--- config.mk ---
export PLATFORM = sky130hd
export DESIGN_NAME = washer_plant_emulator
export DESIGN_NICKNAME = d
export VERILOG_FILES = /design/src/rtl/washer_plant_emulator_pkg.sv /design/src/rtl/washer_plant_emulator_drum_speed_ramp.sv /design/src/rtl/washer_plant_emulator.sv
export SDC_FILE = /design/constraint.sdc
export NUM_CORES = 1
export LEC_CHECK = 0
export CAP_MARGIN = 25
export CORE_AREA = 5 5 88 98
export CTS_CLUSTER_DIAMETER = 60
export CTS_CLUSTER_SIZE = 30
export DETAILED_ROUTE_END_ITERATION = 6
export DIE_AREA = 0 0 93 103
export HOLD_SLACK_MARGIN = 0.12
export PLACE_DENSITY = 0.8
export SYNTH_ARGS = -nofsm -noshare
export SYNTH_HDL_FRONTEND = slang
export SYNTH_SLANG_ARGS = --single-unit
--- constraint.sdc ---
create_clock -name clk -period 7.41 [get_ports clk]
set_input_delay 1.482 -clock clk [delete_from_list [all_inputs] [get_ports clk]]
set_output_delay 1.482 -clock clk [all_outputs]
set_load 0.02 [all_outputs]
--- src/rtl/washer_plant_emulator_pkg.sv ---
// Shared washer plant constants, state encodings and the drum ramp step function.
package washer_plant_emulator_pkg;

  localparam int unsigned TICK_DIV_DEF       = 4;
  localparam int unsigned FILL_RATE_DEF      = 8;
  localparam int unsigned DRAIN_RATE_DEF     = 16;
  localparam int unsigned AMBIENT_TEMP_DEF   = 20;
  localparam int unsigned MAX_TEMP_DEF       = 95;
  localparam int unsigned HEAT_TICKS_DEF     = 2;
  localparam int unsigned COOL_TICKS_DEF     = 8;
  localparam int unsigned HEAT_MIN_LEVEL_DEF = 100;
  localparam int unsigned ACCEL_DEF          = 50;
  localparam int unsigned VIB_THRESH_DEF     = 800;
  localparam int unsigned VIB_HOLD_DEF       = 4;

  localparam int unsigned LEVEL_W   = 10;
  localparam int unsigned TEMP_W    = 7;
  localparam int unsigned SPEED_W   = 11;
  localparam int unsigned LVL_SUM_W = 12;
  localparam int unsigned DIV_W     = 8;
  localparam int unsigned VCNT_W    = 8;
  localparam int unsigned LEVEL_MAX = 1023;

  typedef enum logic [1:0] {
    V_IDLE = 2'd0,
    V_ARM  = 2'd1,
    V_VIB  = 2'd2
  } vib_state_e;

  typedef enum logic {
    T_COOL = 1'b0,
    T_HEAT = 1'b1
  } temp_mode_e;

  // One ramp step: snap to target when within accel, else move accel toward it.
  function automatic logic [SPEED_W-1:0] ramp_step(input logic [SPEED_W-1:0] actual,
                                                   input logic [SPEED_W-1:0] target,
                                                   input int unsigned        accel);
    logic signed [SPEED_W:0] diff;
    logic signed [SPEED_W:0] acc_s;
    diff  = $signed({1'b0, target}) - $signed({1'b0, actual});
    acc_s = $signed((SPEED_W+1)'(accel));
    if ((diff <= acc_s) && (diff >= -acc_s)) begin
      return target;
    end else if (diff > 0) begin
      return actual + SPEED_W'(accel);
    end else begin
      return actual - SPEED_W'(accel);
    end
  endfunction

endpackage

--- src/rtl/washer_plant_emulator_drum_speed_ramp.sv ---
// Drum speed slew limiter: moves actual toward target by ACCEL on each plant tick.
module drum_speed_ramp
  import washer_plant_emulator_pkg::*;
#(
  parameter int unsigned ACCEL = ACCEL_DEF
) (
  input  logic               clk,
  input  logic               reset,
  input  logic               tick,
  input  logic [SPEED_W-1:0] target,
  output logic [SPEED_W-1:0] actual
);

  logic [SPEED_W-1:0] actual_q, actual_d;

  always_comb begin
    actual_d = actual_q;
    if (tick) begin
      actual_d = ramp_step(actual_q, target, ACCEL);
    end
  end

  always_ff @(posedge clk) begin
    if (reset) begin
      actual_q <= '0;
    end else begin
      actual_q <= actual_d;
    end
  end

  assign actual = actual_q;

endmodule

--- src/rtl/washer_plant_emulator.sv ---
// Washing machine plant emulator: water level, temperature, drum speed and
// vibration models, all advanced on a divided plant tick.
module washer_plant_emulator
  import washer_plant_emulator_pkg::*;
#(
  parameter int unsigned TICK_DIV       = TICK_DIV_DEF,
  parameter int unsigned FILL_RATE      = FILL_RATE_DEF,
  parameter int unsigned DRAIN_RATE     = DRAIN_RATE_DEF,
  parameter int unsigned AMBIENT_TEMP   = AMBIENT_TEMP_DEF,
  parameter int unsigned MAX_TEMP       = MAX_TEMP_DEF,
  parameter int unsigned HEAT_TICKS     = HEAT_TICKS_DEF,
  parameter int unsigned COOL_TICKS     = COOL_TICKS_DEF,
  parameter int unsigned HEAT_MIN_LEVEL = HEAT_MIN_LEVEL_DEF,
  parameter int unsigned ACCEL          = ACCEL_DEF,
  parameter int unsigned VIB_THRESH     = VIB_THRESH_DEF,
  parameter int unsigned VIB_HOLD       = VIB_HOLD_DEF
) (
  input  logic               clk,
  input  logic               reset,
  input  logic               water_valve,
  input  logic               drain_pump,
  input  logic               heater,
  input  logic [SPEED_W-1:0] drum_motor,
  input  logic               inject_no_flow,
  input  logic               inject_blocked_drain,
  input  logic               inject_imbalance,
  output logic [LEVEL_W-1:0] water_level_sensor,
  output logic [TEMP_W-1:0]  temperature_adc_sensor,
  output logic               vibration_sensor,
  output logic [SPEED_W-1:0] drum_speed_actual,
  output logic               tick
);

  localparam int unsigned     PRE_W    = (TICK_DIV > 1) ? $clog2(TICK_DIV) : 1;
  localparam logic [PRE_W-1:0] PRE_LAST = PRE_W'(TICK_DIV - 1);

  logic [PRE_W-1:0]   pre_q, pre_d;
  logic               tick_q, tick_d;
  logic [LEVEL_W-1:0] level_q, level_d;
  logic [TEMP_W-1:0]  temp_q, temp_d;
  temp_mode_e         mode_q, mode_d;
  logic [DIV_W-1:0]   div_q, div_d;
  vib_state_e         vib_state_q, vib_state_d;
  logic [VCNT_W-1:0]  vib_cnt_q, vib_cnt_d;
  logic               vib_q, vib_d;

  logic                        fill_c, drain_c, hot_c;
  logic signed [LVL_SUM_W-1:0] level_sum_c;
  temp_mode_e                  mode_c;
  logic [DIV_W-1:0]            period_c, div_inc_c;
  logic [VCNT_W-1:0]           vib_cnt_inc_c;
  logic [SPEED_W-1:0]          speed_actual;

  // Tick is high while the prescaler sits on its last count.
  always_comb begin
    pre_d  = (pre_q == PRE_LAST) ? '0 : pre_q + PRE_W'(1);
    tick_d = (pre_d == PRE_LAST);
  end

  // Water level with saturation at both ends.
  always_comb begin
    fill_c      = water_valve && !inject_no_flow;
    drain_c     = drain_pump && !inject_blocked_drain;
    level_sum_c = LVL_SUM_W'(level_q);
    if (fill_c) begin
      level_sum_c = level_sum_c + LVL_SUM_W'(FILL_RATE);
    end
    if (drain_c) begin
      level_sum_c = level_sum_c - LVL_SUM_W'(DRAIN_RATE);
    end
    level_d = level_q;
    if (tick_q) begin
      if (level_sum_c < 0) begin
        level_d = '0;
      end else if (level_sum_c > $signed(LVL_SUM_W'(LEVEL_MAX))) begin
        level_d = LEVEL_W'(LEVEL_MAX);
      end else begin
        level_d = level_sum_c[LEVEL_W-1:0];
      end
    end
  end

  // Heating needs enough water; anything else (including dry heat) drifts to ambient.
  always_comb begin
    mode_c    = (heater && (level_q >= LEVEL_W'(HEAT_MIN_LEVEL))) ? T_HEAT : T_COOL;
    period_c  = (mode_c == T_HEAT) ? DIV_W'(HEAT_TICKS) : DIV_W'(COOL_TICKS);
    div_inc_c = ((mode_c != mode_q) ? '0 : div_q) + DIV_W'(1);
    mode_d    = mode_q;
    div_d     = div_q;
    temp_d    = temp_q;
    if (tick_q) begin
      mode_d = mode_c;
      div_d  = div_inc_c;
      if (div_inc_c >= period_c) begin
        div_d = '0;
        if (mode_c == T_HEAT) begin
          if (temp_q < TEMP_W'(MAX_TEMP)) temp_d = temp_q + TEMP_W'(1);
        end else if (temp_q > TEMP_W'(AMBIENT_TEMP)) begin
          temp_d = temp_q - TEMP_W'(1);
        end else if (temp_q < TEMP_W'(AMBIENT_TEMP)) begin
          temp_d = temp_q + TEMP_W'(1);
        end
      end
    end
  end

  drum_speed_ramp #(
    .ACCEL (ACCEL)
  ) u_ramp (
    .clk    (clk),
    .reset  (reset),
    .tick   (tick_q),
    .target (drum_motor),
    .actual (speed_actual)
  );

  // Hot judges the speed the drum reaches on this tick.
  assign hot_c = inject_imbalance &&
                 (ramp_step(speed_actual, drum_motor, ACCEL) >= SPEED_W'(VIB_THRESH));

  always_comb begin
    vib_state_d   = vib_state_q;
    vib_cnt_d     = vib_cnt_q;
    vib_cnt_inc_c = vib_cnt_q + VCNT_W'(1);
    if (tick_q) begin
      unique case (vib_state_q)
        V_IDLE: begin
          if (hot_c) begin
            vib_state_d = V_ARM;
            vib_cnt_d   = VCNT_W'(1);
          end
        end
        V_ARM: begin
          if (!hot_c) begin
            vib_state_d = V_IDLE;
            vib_cnt_d   = '0;
          end else begin
            vib_cnt_d = vib_cnt_inc_c;
            if (vib_cnt_inc_c >= VCNT_W'(VIB_HOLD)) vib_state_d = V_VIB;
          end
        end
        V_VIB: begin
          if (!hot_c) begin
            vib_state_d = V_IDLE;
            vib_cnt_d   = '0;
          end
        end
        default: begin
          vib_state_d = V_IDLE;
          vib_cnt_d   = '0;
        end
      endcase
    end
    vib_d = (vib_state_d == V_VIB);
  end

  always_ff @(posedge clk) begin
    if (reset) begin
      pre_q       <= '0;
      tick_q      <= 1'b0;
      level_q     <= '0;
      temp_q      <= TEMP_W'(AMBIENT_TEMP);
      mode_q      <= T_COOL;
      div_q       <= '0;
      vib_state_q <= V_IDLE;
      vib_cnt_q   <= '0;
      vib_q       <= 1'b0;
    end else begin
      pre_q       <= pre_d;
      tick_q      <= tick_d;
      level_q     <= level_d;
      temp_q      <= temp_d;
      mode_q      <= mode_d;
      div_q       <= div_d;
      vib_state_q <= vib_state_d;
      vib_cnt_q   <= vib_cnt_d;
      vib_q       <= vib_d;
    end
  end

  assign water_level_sensor     = level_q;
  assign temperature_adc_sensor = temp_q;
  assign vibration_sensor       = vib_q;
  assign drum_speed_actual      = speed_actual;
  assign tick                   = tick_q;

endmodule

Word level (Yosys, flattened, before mapping):

Cells that the tools add are included.

* add/sub/neg operators: 10
* magnitude comparators: 12
* equality and inequality tests: 9
* muxes and demuxes: 25
* reduce and logical (&&, ||, !) cells: 11

Operators with widths (count)
* $mux 8: 5
* $mux 11: 3
* $mux 7: 4
* $pmux 8 s3: 1
* $mux 10: 2
* $add 8x1->8 const B: 2
* $ge 12x7->1 const B: 1
* $gt 12x1->1 const B: 1
* $gt 12x11->1 const B: 1
* $le 12x7->1 const B: 1
* $lt 12x1->1 const B: 1
* $mux 12: 1
* $mux 2: 6
* $sub 11x11->12: 1
* $sub 12x5->12 const B: 1
* $add 10x4->11 const B: 1
* $add 11x6->11 const B: 1
* $ge 11x10->1 const B: 1
* $sub 11x6->11 const B: 1
* $ge 10x7->1 const B: 1
* $eq 2x2->1 const B: 4
* $ge 8x3->1 const B: 1
* $ge 8x4->1: 1
* $add 7x1->7 const B: 1
* other kinds (18): 24

* register bits: 51
* input bits: 19
* logic and storage cells: 77

Logic depth before layout (Yosys ltp):

* depth in word-level cells: 10
* mapped depth: 22

Modules after synthesis:

From an unflattened synthesis, not the netlist that was laid out.

* cells, all modules: 672
* area, all modules: 5195.0 um2

By module, submodules not included
* washer_plant_emulator: times used 1, cells each 465, area each 3579.7 um2, seq. area each 760.7 um2
* drum_speed_ramp: times used 1, cells each 207, area each 1615.3 um2, seq. area each 220.2 um2

Worst setup path after synthesis:

No wires, ideal clock.

* path kind: input -> register
* start point: input drum_motor[0]
* end point: register vib_cnt_q[5]
* library setup time: 136 ps
* data arrival time: 6029 ps
* data required time: 7274 ps
* path slack: 1245 ps
* stages: 22
* buffers on the path: 1
* path through: inv_1 > ha_1 > fa_1 > nor2b_1 > o2111ai_1 > a31oi_1 > xor2_1 > or4_4 > o31ai_4 > inv_1 > fa_1 > nand2b_1 > a21boi_0 > o21ai_0 > a31oi_1 > xor2_1 > o311ai_0 > and2_4 > a21oi_4 > buf_6 > mux2i_1 > a211oi_2

* longest elaborated chain between the ends: 8
* elaborated cells between the ends (all ways): 14
* classes of those cells: 1 x add/sub; 4 x order compare; 2 x eq/ne; 4 x mux; 3 x reduce/logical

Ends and longest elaborated chain
* from (decl): RTL line washer_plant_emulator.sv:23 `input logic [SPEED_W-1:0] drum_motor,`
* $sub 11x11->12: RTL line washer_plant_emulator_pkg.sv:41 `diff = $signed({1'b0, target}) - $signed({1'b0, actual});`
* $gt 12x1->1, or another cell as far along: RTL line washer_plant_emulator_pkg.sv:45 `end else if (diff > 0) begin`
* $mux 11 or $logic_and 1x1->1 (tied branches): RTL line washer_plant_emulator_pkg.sv:45, washer_plant_emulator_pkg.sv:43
* $mux 11 (*): RTL line washer_plant_emulator_pkg.sv:43 `if ((diff <= acc_s) && (diff >= -acc_s)) begin`
* $ge 11x10->1 (*): RTL line washer_plant_emulator.sv:119 `(ramp_step(speed_actual, drum_motor, ACCEL) >= SPEED_W'(VIB_THRESH));`
* $logic_and 1x1->1 (*): RTL line washer_plant_emulator.sv:118 `assign hot_c = inject_imbalance &&`
* $mux 8 or $ne 2x2->1 (tied branches)
* $pmux 8 s3 or $reduce_and 3->1 (tied branches)
* to (signal assigned): RTL line washer_plant_emulator.sv:176 `vib_cnt_q <= vib_cnt_d;`
* to (decl): RTL line washer_plant_emulator.sv:44 `logic [VCNT_W-1:0] vib_cnt_q, vib_cnt_d;`

Mark *: on every way between the ends. The rest lies on a longest branch, timed or not.
A chain may end at the register's enable or synchronous reset.

Final worst setup path:

* start point: input drum_motor[0]
* end point: register vib_cnt_q[4]

The elaborated chain is that of the path after synthesis.

==> flow_summary.toml <==
[yosys]
synth-compound-area-share_pct = 24.3
yosys_warnings = 0
synth-simple-area-share_pct = 24.9
yosysUniqueCellTypes = 63
synth_area_um2 = 4180
synthAdderAreaFrac_pct = 9.95
syn_area_per_cell_um2 = 7.59
synth-xor-area-share_pct = 6.89
synth_top_family_by_area = "simple AND/OR/NAND/NOR gates"
synthMuxAreaShare_pct = 3.92
synth_nets = 601
synth-seq-area-share_pct = 23.5
syn_inst = 550
async_reset_ff_share_pct = 0
synth_edf_count = 0
synth_ff_type = "dfxtp_1"
ys_seq_elements = 49

[timing]
worst_pin_slew_ns = 0.905
grt_setup_unrepaired = "no"
fmaxAchievable_mhz = 147
hold_violations = 0
min_period_ns = 6.83
setup_ws_ns = 0.584
fin_tns_setup_ns = 0
final.setup_skew_ns = 0.00881
maxSlewViolCount = 0
setup_viol = 0
period_share_pct = 92.1
slew_headroom_pct = 39.6

[global_routing]
grt.total_usage_pct = 21.2
grt_max_degree = 34
first_global_vias = 3869
antenna_found_initial = 0
overflow = 0
grt_pass1_wl_um = 17100

[routing]
dr.pass1.iters = 5
wl_met3_um = 424
routed_wl_um = 10100
num_vias = 4041
wl_met2_um = 5130
ant_nets = 0
vias_per_cell = 6.02
drt-met1-wl_um = 4320
drc = 0
wl_per_cell_um = 15.0
drt_iter0_markers = 182
top_layer = "met4"

[critical_path]
r2r-end = "vib_cnt_q[4]"
critPathLaunchType = "primary input"
critical_path_class = "in -> reg"
cp_data_arrival_time_ns = 7.06
path_common_cell = "a31oi_1"
cp_slowest_cell = "or4_4"
reg2reg_from = "u_ramp.actual[1]"
cp.buffers_inverters = 3
reg2reg_slack_ns = 1.94
reg2regPathDepth = 20
max_stage_delay_ns = 0.56
setup.worst_path.end_class = "flop"
worstPathRequired_ns = 7.64
crit_path_max_fanout = 12
critical_path.cell_chain = "clkdlybuf4s50_1, inv_1, ha_1, fa_1, nor2b_1, o2111ai_1, a31oi_1, xor2_1, or4_4, o31ai_4, inv_1, fa_1, nand2b_1, a21boi_0, o21ai_0, a31oi_1, xor2_1, o311ai_0, and2_4, a21oi_4, mux2_2, a31oi_1"
critical-path-top-delay-family = "compound AO/OA/AOI/OAI gates"

[floorplanning]
core_area_um2 = 7660
die_y_um = 103
die_x_um = 93
die_area_um2 = 9580
initial_utilization_pct = 54.5
row_count = 34
ios = 49

[clocking]
cts-resized-gates = 0
cts_tree = "built"
ctsHoldBuffers = 0
cts_root_buffer = "clkbuf_8"
clock-sinks = 49
cts_made_buffers = 5
clock_latency_ns = 0.31
clk_pin_slew_ns = 0.10
clockBufferDepth = 2
ctsHtreeMaxLevel = 2
cts_setup_buffers = 0

[pwr]
power_density_nw_per_um2 = 141
ir_worst_vdd_mv = 0.0709
total_leakage_power_nw = 1.88
power_uw = 668

[run_status]
status = "complete, no violations"

[run]
maxCapViolCount = 0

[final_layout]
finish.net_count = 631
area_growth_pct = 13.8
drive_gt1_share_pct = 5.34
finalNonFillerCells = 671
antennaDiodeCount = 0

[placement]
dp_hpwl_um = 7590
dp.cells = 663
place_congestion = 0.961
place_ws_ns = 0.339
portBuffers = 48

[worst_hold_path]
hp-class = "reg -> reg"
timing.hold.worst_endpoint = "pre_q[0]"
hold_depth = 1
hp-start = "pre_q[0]"
logic make-up after synthesis:
kind of cell | after synthesis
simple gates | 201
buf+inv | 67
flops | 49
fa+ha+maj | 32
compound gates | 153
mux | 16
xor+xnor | 32
registers in the layout, indices dropped and copies added, names as in the netlist:
| signal | flops |
|---|---|
| vibration_sensor | 1 |
| div_q | 8 |
| tick | 1 |
| vib_cnt_q | 8 |
| water_level_sensor | 8 |
| vib_state_q | 2 |
| mode_q | 1 |
| u_ramp.actual | 11 |
| pre_q | 2 |
| temperature_adc_sensor | 7 |
how the worst max path moves through the flow:
| stage | from | endpoint | slack, ns | depth (start not counted) |
|---|---|---|---|---|
| after global routing | drum_motor[0] | vib_cnt_q[4] | 0.31 | 22 |
| final | drum_motor[0] | vib_cnt_q[4] | 0.58 | 22 |
| after floorplan | drum_motor[0] | vib_cnt_q[5] | 1.25 | 22 |
| after global placement | drum_motor[0] | vib_cnt_q[4] | 0.61 | 22 |
| after detailed placement | drum_motor[0] | vib_cnt_q[4] | 0.34 | 22 |
| after CTS | drum_motor[0] | vib_cnt_q[4] | 0.65 | 22 |
per-layer routing:
metal | vias up | GRT usage, %
met1 | 1871 | 24.3
met3 | 20 | 2.77
met2 | 112 | 40.1
met5 | - | 0
met4 | 0 | 8.34
li1 | 2038 | -
layout make-up:
type | instances | area, um2
Multi-Input combinational cell | 434 | 2920
Tap cell | 90 | 113
Inverter | 39 | 146
Fill cell | 693 | 2910
Clock inverter | 3 | 17.5
Sequential cell | 49 | 981
Timing Repair Buffer | 51 | 503
Clock buffer | 5 | 68.8
power breakdown:
group          internal (mW)  total [mW]  switching, mW
Sequential             0.271       0.280        0.00936
Combinational         0.0968       0.228          0.131
Clock                 0.0654       0.160         0.0943
synth_stat cells, types with 6 or more instances:
master,instances,share of area [%]
a21oi_1,29,3.5
dfxtp_1,49,23
nor2b_1,16,2.4
a211oi_1,11,2.0
a21o_1,7,1.3
inv_1,39,3.5
nor2_1,56,5.0
a31oi_1,17,2.5
nor3_1,16,1.9
nand2b_1,6,0.90
clkbuf_1,24,2.2
and2_1,10,1.5
nand3_1,14,1.7
o21ai_0,41,4.9
o211ai_1,9,1.6
or3_1,7,1.0
nand4_1,6,0.90
xnor2_1,18,3.8
ha_1,30,9.0
nand2_1,32,2.9
and3_1,13,1.9
xor2_1,13,2.7
mux2i_1,13,3.1
metrics by stage:
step	hold WS (ns)	cell area, um2	util (%)
3_3_place_gp	0.434	4660	60.9
5_1_grt	0.497	4750	62.0
3_5_place_dp	0.442	4660	60.9
2_1_floorplan	0.425	4180	-
4_1_cts	0.458	4750	62.0
6_report	0.456	4750	62.0
placed cells by master, fill, tap and decap left out, drive strengths merged, types with 17 or more instances in the layout:
cell type / n
ha: 30
nand2: 32
inv: 39
xnor2: 18
a21oi: 30
clkdlybuf4s50: 48
o21ai: 45
dfxtp: 49
nor2: 56
a31oi: 17
No activity file was read; power rests on OpenSTA's default activity.
